### config.mk
export PLATFORM = sky130hd
export DESIGN_NAME = uart_cfg_bank
export DESIGN_NICKNAME = d
export VERILOG_FILES = /design/src/rtl/uart_cfg_pkg.sv /design/src/rtl/uart_cfg_channel.sv /design/src/rtl/uart_cfg_bank.sv
export SDC_FILE = /design/constraint.sdc
export NUM_CORES = 1
export LEC_CHECK = 0
export CORE_MARGIN = 5
export CORE_UTILIZATION = 53
export CTS_CLUSTER_DIAMETER = 120
export DETAILED_ROUTE_END_ITERATION = 7
export GPL_TIMING_DRIVEN = 1
export PLACE_DENSITY = 0.86
export SLEW_MARGIN = 20
export SYNTH_ARGS = -nofsm -noshare
export SYNTH_HDL_FRONTEND = slang
export SYNTH_SLANG_ARGS = --single-unit
### constraint.sdc
create_clock -name clk -period 2.75 [get_ports clk]
set_clock_uncertainty 0.1 [all_clocks]
set_input_delay 0.825 -clock clk [delete_from_list [all_inputs] [get_ports clk]]
set_output_delay 0.825 -clock clk [all_outputs]
set_load 0.05 [all_outputs]
### src/rtl/uart_cfg_pkg.sv
// Shared definitions for the UART configuration bank.
// Holds the per-channel register offsets, STATUS bit positions, CTRL field
// positions and the commit FSM state encoding used by uart_cfg_channel and
// uart_cfg_bank.
package uart_cfg_pkg;

  // Register offsets inside a channel's 8-entry window
  localparam logic [2:0] OFF_CTRL    = 3'd0;
  localparam logic [2:0] OFF_BAUD    = 3'd1;
  localparam logic [2:0] OFF_STATUS  = 3'd2;
  localparam logic [2:0] OFF_IRQ_EN  = 3'd3;
  localparam logic [2:0] OFF_SCRATCH = 3'd4;

  // STATUS bit positions
  localparam int STAT_BUSY    = 0;
  localparam int STAT_ERROR   = 1;
  localparam int STAT_TIMEOUT = 2;
  localparam int STAT_PENDING = 3;
  localparam int STATUS_W     = 4;

  // CTRL field positions
  localparam int CTRL_EN       = 0;
  localparam int CTRL_MODE_LSB = 1;
  localparam int CTRL_MODE_W   = 3;
  localparam int CTRL_W        = 4;

  localparam int IRQ_EN_W = 3;
  localparam int RATE_W   = 16;

  // Commit FSM: PEND means a new BAUD value waits in the shadow register
  typedef enum logic {
    IDLE = 1'b0,
    PEND = 1'b1
  } commit_state_e;

endpackage

### src/rtl/uart_cfg_channel.sv
// One UART channel's register set and BAUD commit FSM.
// Ports:
//   clk, rst_n            clock, synchronous active-low reset
//   we_*                  one-cycle write strobes, already address-decoded
//   wdata                 write data
//   error, update_ok      hardware status inputs for this channel
//   ctrl, baud, irq_en,
//   scratch               register contents (baud is the active value)
//   err_flag, tmo_flag    sticky STATUS bits
//   commit_req            high while a BAUD update waits for update_ok
//   irq                   registered interrupt
//   state                 commit FSM state (debug visibility)
module uart_cfg_channel
  import uart_cfg_pkg::*;
#(
  parameter int DATA_WIDTH = 16,
  parameter int BAUD_RST   = 9600,
  parameter int COMMIT_TMO = 15
) (
  input  logic                  clk,
  input  logic                  rst_n,
  input  logic                  we_ctrl,
  input  logic                  we_baud,
  input  logic                  we_status,
  input  logic                  we_irq_en,
  input  logic                  we_scratch,
  input  logic [DATA_WIDTH-1:0] wdata,
  input  logic                  error,
  input  logic                  update_ok,
  output logic [CTRL_W-1:0]     ctrl,
  output logic [RATE_W-1:0]     baud,
  output logic                  err_flag,
  output logic                  tmo_flag,
  output logic [IRQ_EN_W-1:0]   irq_en,
  output logic [DATA_WIDTH-1:0] scratch,
  output logic                  commit_req,
  output logic                  irq,
  output commit_state_e         state
);

  localparam int CNT_W = (COMMIT_TMO < 1) ? 1 : $clog2(COMMIT_TMO + 1);
  localparam logic [CNT_W-1:0] CNT_MAX = CNT_W'(COMMIT_TMO);

  commit_state_e     state_d;
  logic [RATE_W-1:0] shadow;
  logic [CNT_W-1:0]  cnt;
  logic              commit_evt;
  logic              timeout_evt;

  always_ff @(posedge clk) begin
    if (!rst_n) state <= IDLE;
    else        state <= state_d;
  end

  // A BAUD write always (re)starts the commit, even over a coincident
  // update_ok; update_ok is checked before the timeout so an acknowledge
  // on the final counted cycle still commits.
  always_comb begin
    state_d     = state;
    commit_evt  = 1'b0;
    timeout_evt = 1'b0;
    if (we_baud) begin
      state_d = PEND;
    end else if (state == PEND) begin
      if (update_ok) begin
        state_d    = IDLE;
        commit_evt = 1'b1;
      end else if (cnt == CNT_MAX) begin
        state_d     = IDLE;
        timeout_evt = 1'b1;
      end
    end
  end

  assign commit_req = (state == PEND);

  always_ff @(posedge clk) begin
    if (!rst_n) begin
      ctrl     <= '0;
      irq_en   <= '0;
      scratch  <= '0;
      baud     <= RATE_W'(BAUD_RST);
      shadow   <= RATE_W'(BAUD_RST);
      cnt      <= '0;
      err_flag <= 1'b0;
      tmo_flag <= 1'b0;
      irq      <= 1'b0;
    end else begin
      if (we_ctrl)    ctrl    <= wdata[CTRL_W-1:0];
      if (we_irq_en)  irq_en  <= wdata[IRQ_EN_W-1:0];
      if (we_scratch) scratch <= wdata;

      if (we_baud) begin
        shadow <= wdata[RATE_W-1:0];
        cnt    <= '0;
      end else if (commit_evt) begin
        baud <= shadow;
      end else if (timeout_evt) begin
        shadow <= baud;
      end else if (state == PEND) begin
        cnt <= cnt + 1'b1;
      end

      // Sticky bits: a set in the same cycle as a W1C wins
      err_flag <= error | (err_flag & ~(we_status & wdata[STAT_ERROR]));
      tmo_flag <= timeout_evt | (tmo_flag & ~(we_status & wdata[STAT_TIMEOUT]));

      irq <= |({tmo_flag, err_flag} & irq_en[STAT_TIMEOUT:STAT_ERROR]);
    end
  end

endmodule

### src/rtl/uart_cfg_bank.sv
// Multi-channel UART configuration register bank.
// Address = {channel index, 3-bit offset}. Each channel is a uart_cfg_channel;
// this level decodes writes, muxes the two read ports and applies the read
// latency (0: combinational with write bypass, 1: registered).
// Ports:
//   clk, rst_n                      clock, synchronous active-low reset
//   wr_en, wr_addr, wr_data         write port
//   rd_addr_a/b, rd_data_a/b,
//   rd_valid_a/b                    two independent read ports
//   uart_busy, uart_error, update_ok  per-channel hardware status
//   uart_enable, uart_mode, uart_rate, commit_req, irq  per-channel controls
module uart_cfg_bank
  import uart_cfg_pkg::*;
#(
  parameter int DATA_WIDTH   = 16,
  parameter int N_CH         = 2,
  parameter int READ_LATENCY = 1,
  parameter int BAUD_RST     = 9600,
  parameter int COMMIT_TMO   = 15,
  localparam int AW          = $clog2(N_CH) + 3
) (
  input  logic                   clk,
  input  logic                   rst_n,
  input  logic                   wr_en,
  input  logic [AW-1:0]          wr_addr,
  input  logic [DATA_WIDTH-1:0]  wr_data,
  input  logic [AW-1:0]          rd_addr_a,
  input  logic [AW-1:0]          rd_addr_b,
  output logic [DATA_WIDTH-1:0]  rd_data_a,
  output logic [DATA_WIDTH-1:0]  rd_data_b,
  output logic                   rd_valid_a,
  output logic                   rd_valid_b,
  input  logic [N_CH-1:0]        uart_busy,
  input  logic [N_CH-1:0]        uart_error,
  input  logic [N_CH-1:0]        update_ok,
  output logic [N_CH-1:0]        uart_enable,
  output logic [3*N_CH-1:0]      uart_mode,
  output logic [16*N_CH-1:0]     uart_rate,
  output logic [N_CH-1:0]        commit_req,
  output logic [N_CH-1:0]        irq
);

  // Channel index as a plain number; with N_CH=1 there are no index bits
  // and every address maps to channel 0.
  function automatic logic [31:0] chan_of(input logic [AW-1:0] a);
    return 32'(a) >> 3;
  endfunction

  logic [CTRL_W-1:0]     ctrl_w    [N_CH];
  logic [RATE_W-1:0]     baud_w    [N_CH];
  logic [IRQ_EN_W-1:0]   irq_en_w  [N_CH];
  logic [DATA_WIDTH-1:0] scratch_w [N_CH];
  logic [STATUS_W-1:0]   status_w  [N_CH];
  logic                  err_w     [N_CH];
  logic                  tmo_w     [N_CH];
  commit_state_e         state_w   [N_CH];

  for (genvar i = 0; i < N_CH; i++) begin : g_ch
    logic wsel;
    assign wsel = wr_en && (chan_of(wr_addr) == 32'(i));

    uart_cfg_channel #(
      .DATA_WIDTH(DATA_WIDTH),
      .BAUD_RST  (BAUD_RST),
      .COMMIT_TMO(COMMIT_TMO)
    ) u_ch (
      .clk       (clk),
      .rst_n     (rst_n),
      .we_ctrl   (wsel && (wr_addr[2:0] == OFF_CTRL)),
      .we_baud   (wsel && (wr_addr[2:0] == OFF_BAUD)),
      .we_status (wsel && (wr_addr[2:0] == OFF_STATUS)),
      .we_irq_en (wsel && (wr_addr[2:0] == OFF_IRQ_EN)),
      .we_scratch(wsel && (wr_addr[2:0] == OFF_SCRATCH)),
      .wdata     (wr_data),
      .error     (uart_error[i]),
      .update_ok (update_ok[i]),
      .ctrl      (ctrl_w[i]),
      .baud      (baud_w[i]),
      .err_flag  (err_w[i]),
      .tmo_flag  (tmo_w[i]),
      .irq_en    (irq_en_w[i]),
      .scratch   (scratch_w[i]),
      .commit_req(commit_req[i]),
      .irq       (irq[i]),
      .state     (state_w[i])
    );

    // {pending, timeout, error, busy}
    assign status_w[i] = {state_w[i] == PEND, tmo_w[i], err_w[i], uart_busy[i]};

    assign uart_enable[i]               = ctrl_w[i][CTRL_EN];
    assign uart_mode[3*i +: 3]          = ctrl_w[i][CTRL_MODE_LSB +: CTRL_MODE_W];
    assign uart_rate[RATE_W*i +: RATE_W] = baud_w[i];
  end

  // Read ports: p=0 is port a, p=1 is port b
  for (genvar p = 0; p < 2; p++) begin : g_rd
    logic [AW-1:0]         addr;
    logic [DATA_WIDTH-1:0] data;
    logic                  valid;
    logic [DATA_WIDTH-1:0] out_data;
    logic                  out_valid;

    assign addr = (p == 0) ? rd_addr_a : rd_addr_b;

    always_comb begin
      data  = '0;
      valid = 1'b0;
      for (int c = 0; c < N_CH; c++) begin
        if (chan_of(addr) == 32'(c)) begin
          case (addr[2:0])
            OFF_CTRL:    begin valid = 1'b1; data = DATA_WIDTH'(ctrl_w[c]);   end
            OFF_BAUD:    begin valid = 1'b1; data = DATA_WIDTH'(baud_w[c]);   end
            OFF_STATUS:  begin valid = 1'b1; data = DATA_WIDTH'(status_w[c]); end
            OFF_IRQ_EN:  begin valid = 1'b1; data = DATA_WIDTH'(irq_en_w[c]); end
            OFF_SCRATCH: begin valid = 1'b1; data = scratch_w[c];            end
            default:     ;
          endcase
        end
      end
    end

    if (READ_LATENCY == 0) begin : g_lat0
      // Plain RW registers forward the write data; BAUD reads the active
      // value, which a write never changes directly, and STATUS is W1C.
      always_comb begin
        out_data  = data;
        out_valid = valid;
        if (wr_en && valid && (wr_addr == addr)) begin
          case (addr[2:0])
            OFF_CTRL:    out_data = DATA_WIDTH'(wr_data[CTRL_W-1:0]);
            OFF_IRQ_EN:  out_data = DATA_WIDTH'(wr_data[IRQ_EN_W-1:0]);
            OFF_SCRATCH: out_data = wr_data;
            default:     ;
          endcase
        end
      end
    end else begin : g_lat1
      always_ff @(posedge clk) begin
        if (!rst_n) begin
          out_data  <= '0;
          out_valid <= 1'b0;
        end else begin
          out_data  <= data;
          out_valid <= valid;
        end
      end
    end
  end

  assign rd_data_a  = g_rd[0].out_data;
  assign rd_valid_a = g_rd[0].out_valid;
  assign rd_data_b  = g_rd[1].out_data;
  assign rd_valid_b = g_rd[1].out_valid;

endmodule

==> results.json, run 1 <==
{
  "status": "completed",
  "crit_cells": 1,
  "startpoint": "g_ch[1].u_ch.baud[7]$_SDFFE_PN1P_",
  "antenna_found_initial": 0,
  "max-clock-path-buffers": 2,
  "rsz0062_at_grt": "no",
  "wl_per_cell_um": 19.91,
  "ios": 115,
  "rows": 42,
  "finalSetupViolCount": 0,
  "grt_max_degree": 84,
  "gr-total-overflow": 0,
  "hold_viol": 0,
  "critPathBufInv": 1,
  "hold_class": "flop to flop",
  "drive_gt1_share_pct": 10.32,
  "timing.rr.start": "g_ch[0].u_ch.commit_req$_SDFF_PN0_",
  "dp.cells": 1084,
  "swShare_pct": 24.97,
  "postCtsSetupBuffers": 0,
  "die-width_um": 125.1,
  "cts-root-buf": "clkbuf_16",
  "dp_hpwl_mm": 15.59,
  "clkSinkCount": 160,
  "ctsHoldBuffers": 0,
  "syn-num-nets": 855,
  "htree_levels": 4,
  "drc": 0,
  "critPathLaunchType": "flop",
  "final_max_slew_viol_count": 0,
  "min_delay_path_depth": 2,
  "syn_area_um2": 7027,
  "cts_tree": "built",
  "period_minus_slack_ps": 2704,
  "grt_pass1_vias": 6423,
  "dr_total_vias": 6863,
  "drv_cap": 0,
  "drtIter0Drc": 848,
  "period_share_pct": 98.33,
  "p_leak_nw": 3.164,
  "crit_arrival_ps": 1780,
  "p_clk_share_pct": 45.8,
  "power_density_nw_per_um2": 580.4,
  "synth_edf_count": 0,
  "rr_worst_depth": 5,
  "grtUsageTotal_pct": 27.60,
  "ant_nets": 0,
  "worst_path_largest_cell_delay_ps": 860,
  "clk_pin_slew_ps": 60,
  "crit_type": "flop to output pin",
  "gp_congestion": 0.9100,
  "final_core_util_pct": 69.68,
  "numCtsBuffers": 17,
  "worst_ep_required_time_ps": 1830,
  "n_antenna_cell": 0,
  "initial_core_util_pct": 53.49,
  "ys.flop_type": "dfxtp_1",
  "vdd_drop_max_uv": 692.6,
  "clock_latency_ps": 430,
  "cp_max_fo": 5,
  "ys_warn_count": 0,
  "dieArea_um2": 15660,
  "combPwrFrac_pct": 9.5,
  "synth_area_per_cell_um2": 8.611,
  "pwr-share-seq_pct": 44.7,
  "critical_path.top_delay_family": "buffers and inverters",
  "async_reset_ff_share_pct": 0,
  "ys_types": 47,
  "ys_ff_latch": 160,
  "fin_nets": 966,
  "ys_seq_area_share_pct": 45.58,
  "cts_resized": 0,
  "grt_first_pass_wirelength_mm": 34.58,
  "critPathCaptureType": "output pin",
  "p_int_mw": 3.987,
  "min_from": "g_ch[1].u_ch.shadow[13]$_SDFFE_PN1P_",
  "slew_headroom_pct": 48.23,
  "area_growth_pct": 30.27,
  "cpMaxStageDelayCell": "clkdlybuf4s50_1",
  "switching_power_mw": 1.327,
  "timing.fmax_mhz": 369.8,
  "synthCells": 816,
  "io_buffers": 114,
  "core-area_um2": 13140,
  "wirelength_mm": 22.22,
  "drt_first_pass_iters": 6,
  "fin_cells": 1116,
  "worst_slew_pin_slew_ps": 774.8,
  "avgViaCountPerCell": 6.150,
  "fp.dieH_um": 125.1,
  "crit_chain": "clkdlybuf4s50_1"
}
==> per-stage QoR <==
step | setup WS, ps | TNS (ps) | total power, mW | hold slack, ps | cell area (µm²)
floorplan | 504.8 | 0 | 2.700 | 344.6 | 7027
CTS | 52.72 | 0 | 5.316 | 372.0 | 9154
detailed placement | -20.56 | -22.70 | 2.916 | 363.4 | 8544
global route | 13.60 | 0 | 5.451 | 386.1 | 9154
global placement | -260.2 | -4103 | 2.913 | 353.5 | 8537
finish | 46.02 | 0 | 5.313 | 371.5 | 9154
==> final cells by class <==
cell class	instances	area [µm²]
Multi-Input combinational cell	580	3510
Timing Repair Buffer	162	1589
Fill cell	1011	3984
Clock inverter	15	183.9
Inverter	6	22.52
Clock buffer	17	425.4
Sequential cell	160	3203
Tap cell	176	220.2
==> power groups by stage <==
| stage | sequential, mW | clock (mW) | combinational, mW |
|---|---|---|---|
| 2_1_floorplan | 2.49 | 0 | 0.215 |
| 3_3_place_gp | 2.43 | 0 | 0.486 |
| 3_5_place_dp | 2.43 | 0 | 0.488 |
| 4_1_cts | 2.38 | 2.45 | 0.492 |
| 5_1_grt | 2.38 | 2.54 | 0.527 |
| 6_report | 2.38 | 2.43 | 0.502 |
==> worst paths after layout <==
| kind | to | slack [ps] |
|---|---|---|
| setup / recovery | uart_rate[23] | 50 |
| hold / removal | g_ch[1].u_ch.baud[13]$_SDFFE_PN1P_ | 370 |
| setup reg to reg | g_ch[0].u_ch.baud[2]$_SDFFE_PN0P_ | 830 |
| hold reg to reg | g_ch[1].u_ch.baud[13]$_SDFFE_PN1P_ | 370 |
==> routing by layer <==
layer / wire (µm) / up-vias / GRT usage, %
li1: - / 3165 / -
met1: 9017 / 3235 / 36.60
met2: 10180 / 402 / 42.64
met3: 2406 / 61 / 8.401
met4: 616 / 0 / 10.33
met5: 0 / - / 0
==> state kept, by name, summed over array words and instances, names as in the netlist <==
register	flops
rd_valid_a	1
g_ch.u_ch.err_flag	2
g_ch.u_ch.scratch	32
rd_data_b	16
g_ch.u_ch.ctrl	8
g_ch.u_ch.irq	2
g_ch.u_ch.cnt	8
rd_data_a	16
g_ch.u_ch.commit_req	2
rd_valid_b	1
g_ch.u_ch.tmo_flag	2
g_ch.u_ch.irq_en	6
g_ch.u_ch.shadow	32
g_ch.u_ch.baud	32
==> cell usage in the layout (no fill, tap or decap), types with 3 or more instances in the layout <==
master | netlist | final
nor3_1 | 15 | 15
buf_12 | 0 | 7
buf_4 | 8 | 41
clkinvlp_4 | 0 | 3
a31oi_1 | 22 | 22
a211oi_1 | 20 | 20
a221oi_1 | 35 | 35
nand3b_1 | 3 | 3
a21oi_1 | 54 | 54
bufinv_16 | 0 | 3
nor2_1 | 67 | 67
a22oi_1 | 23 | 23
a2bb2oi_1 | 5 | 5
nor2b_1 | 11 | 10
nand2_1 | 144 | 144
and3_1 | 15 | 15
nand2b_1 | 5 | 5
clkinv_4 | 0 | 3
dfxtp_1 | 160 | 160
inv_6 | 0 | 4
clkdlybuf4s50_1 | 0 | 114
mux2_2 | 6 | 6
a311oi_1 | 6 | 6
mux2i_1 | 52 | 52
o21ai_0 | 44 | 44
and4_1 | 3 | 3
nand3_1 | 14 | 14
o221ai_1 | 7 | 7
inv_1 | 6 | 5
clkbuf_16 | 0 | 17
xor2_1 | 4 | 4
==> Yosys cell counts (2+ instances only) <==
library cell,number,share of area [%]
a311oi_1,6,0.75
buf_1,8,0.43
buf_4,8,0.85
a31oi_1,22,2.0
mux4_2,2,0.64
a22oi_1,23,2.5
nor2b_1,11,0.98
and4_1,3,0.37
and3_1,15,1.3
dfxtp_1,160,46
xor2_1,4,0.50
inv_1,6,0.32
nor3_1,15,1.1
nand2_1,144,7.7
nor4bb_1,2,0.28
a221oi_1,35,4.4
nand3_1,14,1.0
buf_2,7,0.50
ha_1,2,0.36
a21oi_1,54,3.8
nand2b_1,5,0.45
mux2_2,6,0.96
mux2i_1,52,7.4
a2bb2oi_1,5,0.62
xnor2_1,2,0.25
nor2_1,67,3.6
nor4_2,2,0.36
o221ai_1,7,0.87
a211oi_1,20,2.1
o21ai_0,44,3.1
clkbuf_1,47,2.5
nand3b_1,3,0.32
==> logic make-up after synthesis <==
family | after synthesis | synth area share [%]
XOR/XNOR | 6 | 0.7479
AND/OR/NAND/NOR | 288 | 18.38
buffers and inverters | 76 | 4.612
adder cells (fa/ha/maj) | 2 | 0.3561
flip-flops | 160 | 45.58
AO/OA/AOI/OAI | 224 | 21.31
multiplexers | 60 | 9.010
Power figures use the tool's default switching activity.
==> run 2: changes to the inputs <==
SLEW_MARGIN = unset   (was 20)
==> run 2 against run 1 <==
Compared with the run above:
- design area fell by 0.55%
- critical path depth did not move
- first-iteration DRC count fell by 9.7%
- sequential power barely moved
- combinational power barely moved
- register-to-register slack got worse by 70 ps
- clock power fell by 8%
- critical endpoint is now uart_rate[18]
==> results.json, run 2 (synthesized netlist as in run 1, its figures left out) <==
{
  "worst_slew_pin_slew_ps": 818.5,
  "io_buffers": 114,
  "dp_slack_ps": -299.3,
  "gr-total-overflow": 0,
  "mostFrequentLayoutCells": "dfxtp_1, nand2_1, clkdlybuf4s50_1, nor2_1, a21oi_1",
  "cts_tree": "built",
  "worst_ep_required_time_ps": 1830,
  "finalSetupViolCount": 0,
  "avgViaCountPerCell": 6.100,
  "status": "completed",
  "cts-root-buf": "clkbuf_16",
  "drive_gt1_share_pct": 10.32,
  "rows": 42,
  "critical_path.top_delay_family": "buffers and inverters",
  "dp_hpwl_mm": 15.52,
  "top_regs": "g_ch.u_ch.baud (32), g_ch.u_ch.scratch (32), g_ch.u_ch.shadow (32)",
  "antenna_found_initial": 0,
  "dieArea_um2": 15660,
  "slew_headroom_pct": 45.31,
  "drc": 0,
  "period_minus_slack_ps": 2704,
  "ios": 115,
  "drtIter0Drc": 766,
  "setup_tns_ps": 0,
  "hold_viol": 0,
  "wirelength_mm": 22.13,
  "combPwrFrac_pct": 9.8,
  "grtUsageTotal_pct": 27.31,
  "ff_latch_area_um2": 3203,
  "dr_total_vias": 6808,
  "critPathCaptureType": "output pin",
  "fin_ws_ps": 46.19,
  "numCtsBuffers": 17,
  "p_leak_nw": 3.143,
  "critPathBufInv": 1,
  "final_max_slew_viol_count": 0,
  "timing.fmax_mhz": 369.8,
  "crit_type": "flop to output pin",
  "initial_core_util_pct": 53.49,
  "clk_pin_slew_ps": 60,
  "ant_nets": 0,
  "timing.rr.start": "g_ch[0].u_ch.commit_req$_SDFF_PN0_",
  "pwr-share-seq_pct": 46.5,
  "fp.dieH_um": 125.1,
  "crit_arrival_ps": 1780,
  "hold_class": "flop to flop",
  "clkSinkCount": 160,
  "drt_first_pass_iters": 6,
  "startpoint": "g_ch[1].u_ch.baud[2]$_SDFFE_PN0P_",
  "rrSetupSlack_ps": 760,
  "n_antenna_cell": 0,
  "grt_pass1_vias": 6349,
  "wl_per_cell_um": 19.83,
  "swShare_pct": 25.73,
  "grt_first_pass_wirelength_mm": 34.22,
  "period_share_pct": 98.32,
  "p_clk_share_pct": 43.7,
  "drv_cap": 0,
  "core-area_um2": 13140,
  "power_density_nw_per_um2": 562.0,
  "min_from": "g_ch[1].u_ch.shadow[13]$_SDFFE_PN1P_",
  "multi_input_area_um2": 3510,
  "critPathLaunchType": "flop",
  "grt_max_degree": 84,
  "fin_nets": 966,
  "vdd_drop_max_uv": 515.7,
  "crit_chain": "clkdlybuf4s50_1",
  "die-width_um": 125.1,
  "cpMaxStageDelayCell": "clkdlybuf4s50_1",
  "rsz0062_at_grt": "no",
  "clock_latency_ps": 420,
  "p_int_mw": 3.800,
  "area_growth_pct": 29.56,
  "htree_levels": 4,
  "worst_path_largest_cell_delay_ps": 870,
  "max-clock-path-buffers": 2,
  "switching_power_mw": 1.317,
  "cp_max_fo": 5,
  "ctsHoldBuffers": 0,
  "nFillCells": 1004,
  "layout_commonest_cell": "dfxtp_1",
  "gp_congestion": 0.9100
}
## run 2: cell count changes in the layout (fill, tap and decap cells not counted), sizes merged
cell,delta
bufinv,-2
clkinv,+2
## run 2: repair_timing
| item | in CTS | in global routing |
|---|---|---|
| gates resized for setup | 0 | 1 |
| endpoints found under the hold margin | 0 | 0 |
| setup endpoints to repair | 0 | 4 |
| buffers inserted | 0 | 0 |
## run 2: layout make-up
type / count / share of cell area [%]
clock inverters: 15 / 1.471
inverters: 6 / 0.2474
well taps: 176 / 2.419
multi-input cells: 580 / 38.55
flip-flops and latches: 160 / 35.18
clock buffers: 17 / 4.673
repair buffers: 162 / 17.45
## run 2: per-layer routing
| metal | vias up | track usage [%] | part of all wire [%] |
|---|---|---|---|
| met5 | - | 0 | 0 |
| li1 | 3170 | - | - |
| met2 | 363 | 41.44 | 46 |
| met4 | 0 | 10.46 | 2.5 |
| met1 | 3228 | 36.80 | 41 |
| met3 | 47 | 8.230 | 11 |
## run 2: path summary, 6_finish.rpt
path                                         to  cells past startpoint
max                               uart_rate[18]                      1
min          g_ch[1].u_ch.baud[13]$_SDFFE_PN1P_                      2
max reg2reg   g_ch[0].u_ch.baud[1]$_SDFFE_PN0P_                      5
min reg2reg  g_ch[1].u_ch.baud[13]$_SDFFE_PN1P_                      2
## run 2: stage by stage
step	hold slack, ps	total power [mW]	cells	instance area, µm²	utilization [%]
final	370.8	5.116	1116	9104	69.30
after global routing	386.5	5.261	1116	9104	69.30
after CTS	370.3	5.120	1116	9096	69.24
after detailed placement	361.6	2.915	1084	8537	64.98
after global placement	353.5	2.913	1084	8537	64.98
after floorplan	344.6	2.700	816	7027	-
## run 2: power groups by stage
stage	clock network, mW	registers (mW)	logic (mW)
6_report	2.24	2.38	0.503
5_1_grt	2.35	2.38	0.528
3_3_place_gp	0	2.43	0.486
3_5_place_dp	0	2.43	0.488
2_1_floorplan	0	2.49	0.215
4_1_cts	2.25	2.38	0.492
==> run 3: changes to the inputs <==
HOLD_SLACK_MARGIN = 0.05   (was unset)
SKIP_LAST_GASP = 1   (was unset)
==> results of run 3 <==
Same layout as run 2: the final DEF is identical, and so are final timing and power.
